==> config.mk <==
export PLATFORM = sky130hd
export DESIGN_NAME = rr_lock_arbiter
export DESIGN_NICKNAME = d
export VERILOG_FILES = /design/src/rtl/rr_lock_arbiter.sv
export SDC_FILE = /design/constraint.sdc
export NUM_CORES = 1
export LEC_CHECK = 0
export CAP_MARGIN = 10
export CORE_UTILIZATION = 35
export DETAILED_ROUTE_END_ITERATION = 6
export PLACE_DENSITY = 0.72
export SETUP_SLACK_MARGIN = 0.15
export SLEW_MARGIN = 0
export SYNTH_ARGS = -nofsm -noshare
export SYNTH_HDL_FRONTEND = slang
export SYNTH_SLANG_ARGS = --single-unit
==> constraint.sdc <==
create_clock -name iClk -period 2.83 [get_ports iClk]
set_input_delay 0.566 -clock iClk [delete_from_list [all_inputs] [get_ports iClk]]
set_output_delay 0.566 -clock iClk [all_outputs]
set_load 0.005 [all_outputs]
==> src/rtl/rr_lock_arbiter.sv <==
// rr_lock_arbiter: round-robin arbiter that holds each grant until last beat, withdrawal or hold timeout
module rr_lock_arbiter #(
  parameter int ARB_NUM = 4,
  parameter int MAX_HOLD = 0,
  localparam int IDX_W = $clog2(ARB_NUM),
  localparam int HOLD_W = MAX_HOLD > 0 ? $clog2(MAX_HOLD + 1) : 1
) (
  input  logic               iClk,
  input  logic               iRst_n,
  input  logic [ARB_NUM-1:0] iReq,
  input  logic [ARB_NUM-1:0] iLast,
  input  logic               iReady,
  output logic [ARB_NUM-1:0] oGnt,
  output logic [IDX_W-1:0]   oGntIdx,
  output logic               oBusy,
  output logic               oTimeout
);
  typedef enum logic {IDLE, BUSY} state_e;
  state_e state_q, state_d;
  logic [ARB_NUM-1:0] gnt_q, gnt_d;
  logic [IDX_W-1:0] idx_q, idx_d, ptr_q, ptr_d, sel, base;
  logic [HOLD_W-1:0] cnt_q, cnt_d;
  logic tout_q, tout_d, busy, found, req_g, rel_a, rel_b, rel_c, rel, load;
  int pos;
  always_comb begin
    busy = state_q == BUSY;
    base = busy ? (idx_q == IDX_W'(ARB_NUM - 1) ? '0 : idx_q + 1'b1) : ptr_q;
    found = 1'b0;
    sel = '0;
    pos = 0;
    for (int k = ARB_NUM - 1; k >= 0; k--) begin
      pos = int'(base) + k;
      pos = pos >= ARB_NUM ? pos - ARB_NUM : pos;
      if (iReq[pos[IDX_W-1:0]]) begin
        found = 1'b1;
        sel = pos[IDX_W-1:0];
      end
    end
    req_g = iReq[idx_q];
    rel_a = req_g && iReady && iLast[idx_q];
    rel_b = !req_g;
    rel_c = MAX_HOLD != 0 && cnt_q == HOLD_W'(MAX_HOLD > 0 ? MAX_HOLD - 1 : 0) && !rel_a && !rel_b;
    rel = busy && (rel_a || rel_b || rel_c);
    load = (!busy || rel) && found;
    state_d = load ? BUSY : rel ? IDLE : state_q;
    gnt_d = load ? (ARB_NUM'(1) << sel) : rel ? '0 : gnt_q;
    idx_d = load ? sel : idx_q;
    ptr_d = rel ? base : ptr_q;
    cnt_d = load ? '0 : &cnt_q ? cnt_q : cnt_q + 1'b1;
    tout_d = busy && rel_c;
  end
  always_ff @(posedge iClk) begin
    if (!iRst_n) begin
      state_q <= IDLE;
      gnt_q <= '0;
      idx_q <= '0;
      ptr_q <= '0;
      cnt_q <= '0;
      tout_q <= 1'b0;
    end else begin
      state_q <= state_d;
      gnt_q <= gnt_d;
      idx_q <= idx_d;
      ptr_q <= ptr_d;
      cnt_q <= cnt_d;
      tout_q <= tout_d;
    end
  end
  assign oGnt = gnt_q;
  assign oGntIdx = idx_q;
  assign oBusy = state_q == BUSY;
  assign oTimeout = tout_q;
endmodule

==> metrics.md <==
| Metric | Value |
|---|---|
| Max-Cap Viols | `0` |
| Post-route setup TNS | `0 ns` |
| Crit path max fanout | `6` |
| Setup Fix Bufs, Post-CTS | `0` |
| Effective utilization at floorplan | `39.65%` |
| Met2 usage | `37.89%` |
| Synth unique cells | `27` |
| Max IR drop VDD | `327.4 uV` |
| Worst-Margin Slew | `0.4929 ns` |
| Final setup fails | `0` |
| Via-to-Cell Ratio | `5.742` |
| Core ar. | `1366 um^2` |
| Leak pwr | `0.2935 nW` |
| Clock latency on the worst-skew pair | `0.25 ns` |
| Buffers added on ports | `17` |
| CTS Buf Count | `3` |
| Worst min path class | `reg -> reg` |
| Mean Syn Cell Area | `8.881 um^2` |
| WL final | `1.341 mm` |
| Fmax | `426.0 MHz` |
| Die area | `1709 um^2` |
| Clock Skew | `0.003652 ns` |
| Sequential cell area | `180.2 um^2` |
| Met1 GRT Util | `23.62%` |
| Row count | `13` |
| Required @ worst endpoint | `3.03 ns` |
| PD cells | `527.7 nW/um^2` |
| Final Max Tran Viols | `0` |
| Synth Register Bits | `9` |
| R2R Setup Slk | `0.78 ns` |
| Async SR Flop Fraction | `0%` |
| Relative slew slack | `66.89%` |
| Number of synthesized flops with an enable pin | `0` |
| WS Path Type | `in -> reg` |
| Chip width | `41.35 um` |
| Clock transition at path regs | `0.06 ns` |
| DRC Markers | `0` |
| I/O pins | `19` |
| Initial antenna violation count | `0` |
| Synth warn | `0` |
| Clock Tree Buf Depth | `2` |
| Worst setup SP type | `primary input` |
| Vias in the first global route | `541` |
| Most common cell after layout, fill and taps aside | `clkdlybuf4s50_1` |
| Share of cells above drive strength 1 | `12.20%` |
| Area Growth Syn to Fin | `39.72%` |
| Total GRT Usage | `21.09%` |
| Total inserted antenna cells | `0` |
| DRT Pass-1 Iters | `4` |
| Fin crit share | `82.95%` |
| Pin count of the biggest net entering global routing | `9` |
| Synth Cell Area | `541.8 um^2` |
| Synth Instances | `61` |
| Htree depth | `1` |
| Post-route antenna net violation count | `0` |
| Sequential fraction of the synthesis area | `33.26%` |
| Routed length per placed instance | `13.82 um` |
| # clock sinks | `9` |
| CP endpoint kind | `flop` |
| Clk root buf | `clkbuf_4` |
| Status | `completed` |
| Hold Violations, Final | `0` |
| First-pass GRT wire length | `2.283 mm` |
| Met3 usage | `9.574%` |
| Final worst path period need | `2.348 ns` |
| Multi-input combinational cell area | `350.3 um^2` |
| CTS tree | `done` |
| Most frequent cells in the layout | `clkdlybuf4s50_1, dfxtp_1, nor2_1, a21boi_0, a21oi_1` |
| Final Hold Slack | `0.4694 ns` |
| Grt ovf | `0` |
| Hold_buf cts | `0` |
| Top Usage Layer GRT | `met2` |
| Cts repair resizes | `0` |
| Via count | `557` |
| DR iter-0 viols | `19` |
| Final Wtd Congestion | `0.8855` |
| Main synth FF type | `dfxtp_1` |
| Filler cell count | `139` |
| Nets | `95` |
| RSZ-0062 raised after global routing | `false` |
| Die H | `41.35 um` |
| Syn_nets | `73` |
| Post-DP HPWL | `1.091 mm` |
| CP arrival | `2.55 ns` |
[flip-flops by register name, indices dropped and copies added (netlist names)]
| register | cells |
|---|---|
| oGnt | 4 |
| ptr_q | 2 |
| oBusy | 1 |
| oGntIdx | 2 |
[synthesized netlist by cell type, types with 3 or more instances]
library cell | n | area [um^2]
o21ai_0 | 3 | 15.01
nor2_1 | 8 | 30.03
a21oi_1 | 5 | 25.02
mux2i_1 | 3 | 30.03
nor2b_1 | 3 | 18.77
a21boi_0 | 5 | 37.54
dfxtp_1 | 9 | 180.2
a32o_1 | 4 | 40.04
nor3_1 | 3 | 15.01
[logic make-up (layout without fill, tap and decap cells)]
kind of cell             count (synthesis)  after routing  synth area share (%)
AO/OA/AOI/OAI                           21             21                 27.48
buffers and inverters                    2             23                 2.078
multiplexers                             5              5                 11.78
flip-flops                               9              9                 33.26
other                                    1              1                0.6922
adder cells (fa/ha/maj)                  1              1                 2.309
AND/OR/NAND/NOR                         22             22                 22.40
[final timing paths]
kind                 to  cells after the start       start
max             oGnt[0]                      6     iReq[3]
min             oGnt[2]                      1     oGnt[2]
max reg2reg  oGntIdx[0]                      6  oGntIdx[0]
min reg2reg     oGnt[2]                      1     oGnt[2]
[layout make-up]
type	instances	area share, %
Timing Repair Buffer	18	23.47
Tap cell	15	2.479
Multi-Input combinational cell	50	46.28
Sequential cell	9	23.80
Inverter	1	0.4959
Clock buffer	4	3.471
[worst max-delay path: stages]
cell and delay (ns):
clkdlybuf4s50_1 0.49, a21boi_0 0.16, mux4_2 0.48, and2_4 0.19, nor3_1 0.43, a32o_1 0.24
[routing by layer]
layer / routed length [um] / vias to the layer above
li1: - / 272
met1: 581 / 270
met2: 683 / 15
met3: 76 / 0
met4: 0 / 0
met5: 0 / -
[per-stage QoR]
| stage | area [um^2] | power (mW) | setup WS, ns | cells | util [%] |
|---|---|---|---|---|---|
| final | 757.0 | 0.3994 | 0.4825 | 97 | 55.40 |
| after detailed placement | 730.7 | 0.3061 | 0.2264 | 93 | 53.48 |
| after floorplan | 541.8 | 0.2438 | 0.8353 | 61 | - |
| after global routing | 757.0 | 0.4298 | 0.3531 | 97 | 55.40 |
| after CTS | 757.0 | 0.4037 | 0.5022 | 97 | 55.40 |
| after global placement | 730.7 | 0.3020 | 0.2709 | 93 | 53.48 |
[power by group]
group / switching (mW) / internal [mW] / total, mW
registers: 0.0146 / 0.143 / 0.158
clock network: 0.0414 / 0.0541 / 0.0955
logic: 0.0635 / 0.0826 / 0.146
(Power assumes the default switching activity.)
==> variant: new RTL, config.mk and constraints unchanged <==
Change the parameter `ARB_NUM` from 4 to 8.
--- a/src/rtl/rr_lock_arbiter.sv
+++ b/src/rtl/rr_lock_arbiter.sv
@@ -2,3 +2,3 @@
 module rr_lock_arbiter #(
-  parameter int ARB_NUM = 4,
+  parameter int ARB_NUM = 8,
   parameter int MAX_HOLD = 0,
Interface: changed (resized iLast, iReq, oGnt and oGntIdx); port bits go from 19 to 32. No check against the original RTL was run, so the function may have changed too.
==> variant against the unedited design <==
The flow now finishes with violations (negative setup slack). Sequential power grew 110%. Core utilization grew 2.2 points. Setup slack lost 0.93 ns. Synthesized area grew to 3.9 times the old value. Wire length grew to 6.0 times the old value. Clock power grew 90%. Combinational power grew to 22 times the old value. Design area grew to 4.5 times the old value. Total power grew to 9.3 times the old value. Sequential share of layout area shrank 15 points. Largest cell class unchanged. Sequential cell count grew 6.
==> variant: results (changes against the unedited design) <==
- The synthesized netlist net count was 294 (+300%).
- Synth top cells by count: sky130_fd_sc_hd__mux2i_1 (20), sky130_fd_sc_hd__nor2_1 (20), sky130_fd_sc_hd__a21oi_1 (19)
- Root buffer cell: sky130_fd_sc_hd__clkbuf_8
- The total instance count after detailed placement came to 445 (+380%).
* WP data arrival: 3.43 ns (+0.88 ns)
- Sequential-to-total area share from yosys stat: 0.141 (-0.191)
- Total setup buffers inserted after CTS: 2 (+2)
- The hold-critical path depth was 2 (+1).
- The count of buffers from port buffering was 30 (+13).
* Global-route wire length before repair: 12900 um (+460%)
- Cells resized by post-CTS repair: 22 (+22)
* Source of the worst hold timing path: oGnt[6]
- Flip-flop and latch count after synthesis: 15 (+6)
- DRC violation total after the first TritonRoute iteration: 262 (+243)
- The final weighted congestion of routability-driven global placement came to 1.06 (+19%).
- The leakage power figure came to 1.40 nW (+380%).
* Number of flip-flops in the largest register: 8 (+4)
- The total setup violations reported at the end of the flow came to 11 (+11).
- Flip-flop and latch area: 305 um^2 (+69%)
- Cell area after placement: 3160 um^2 (+330%)
- Multi-input gates: 223 (+350%)
- The ratio of routed vias to standard cells was 6.02 (+4.9%).
- The number of non-clock buffers was 121 (+103).
* Non-clock inverter count in the final layout: 14 (+13)
- Fill cells: 513 (+270%)
- Number of global-route vias before repair: 2646 (+390%)
- Vias: 2723 (+390%)
* Share of the final layout cell area in multi-input gates: 0.551 (+0.0881)
- Smallest setup slack after layout: -0.445 ns (-0.927 ns)
* Share of post-route cells with drive strength above 1: 0.382 (+0.260)
- DRT Wirelength: 8000 um (+500%)
* Detailed Place HPWL: 6300 um (+480%)
* Critical Setup Path Class: register to register
* Result of the run: complete, but fails checks
- Drt first pass iters: 5 (+1)
* Delay of the slowest critical-path stage: 0.58 ns (+0.09 ns)
- Violations in the final reports: negative setup slack
- Cell with the largest stage delay on the worst path: sky130_fd_sc_hd__mux4_2
- Count of cell types in the netlist: 64 (+140%)
[variant: cell count changes in the layout (fill, tap and decap cells not counted), sizes merged, moves of 10 or more]
| cell | delta |
|---|---|
| a21oi | +14 |
| buf | +90 |
| clkdlybuf4s50 | +10 |
| inv | +14 |
| mux2i | +17 |
| nand2 | +16 |
| nand3 | +17 |
| nor2 | +13 |
| o21ai | +12 |
[variant: worst register-to-register path: cells and delay by family (launching register included)]
| family | cells | cell delay, ns |
|---|---|---|
| simple gates | 3 | 0.62 |
| flops | 1 | 0.35 |
| buf+inv | 1 | 0.04 |
| xor+xnor | 1 | 0.22 |
| compound gates | 3 | 0.90 |
| fa+ha+maj | 3 | 0.48 |
| mux | 1 | 0.59 |
[variant: where the power goes]
group          switching, mW  internal (mW)  total (mW)
clock network         0.0817         0.0995       0.181
logic                   1.60           1.60        3.21
registers             0.0473          0.281       0.328
[variant: per-layer routing]
metal	part of all wire	wire length, um	vias up	global-route usage
met3	0.077	617	36	0.0343
met5	0	0	-	0
met2	0.48	3800	156	0.443
li1	-	-	1250	-
met4	0.045	359	0	0.104
met1	0.40	3220	1281	0.323
[variant: per-stage QoR]
stage	setup TNS [ns]	utilization	setup slack (ns)	hold slack [ns]
3_3_place_gp	-3.76	0.537	-0.401	0.449
5_1_grt	-5.35	0.576	-0.534	0.500
3_5_place_dp	-4.51	0.537	-0.485	0.451
2_1_floorplan	-6.04	-	-0.674	0.448
4_1_cts	-3.99	0.567	-0.395	0.470
6_report	-4.18	0.576	-0.445	0.480
[variant: cell families (layout without fill, tap and decap cells)]
family,after synthesis,count (layout),synth area share
simple gates,98,98,0.252
compound gates,84,84,0.279
mux,34,34,0.225
buf+inv,34,139,0.0717
flops,15,15,0.141
fa+ha+maj,3,3,0.0176
xor+xnor,3,3,0.0123
other cells,1,1,0.00176
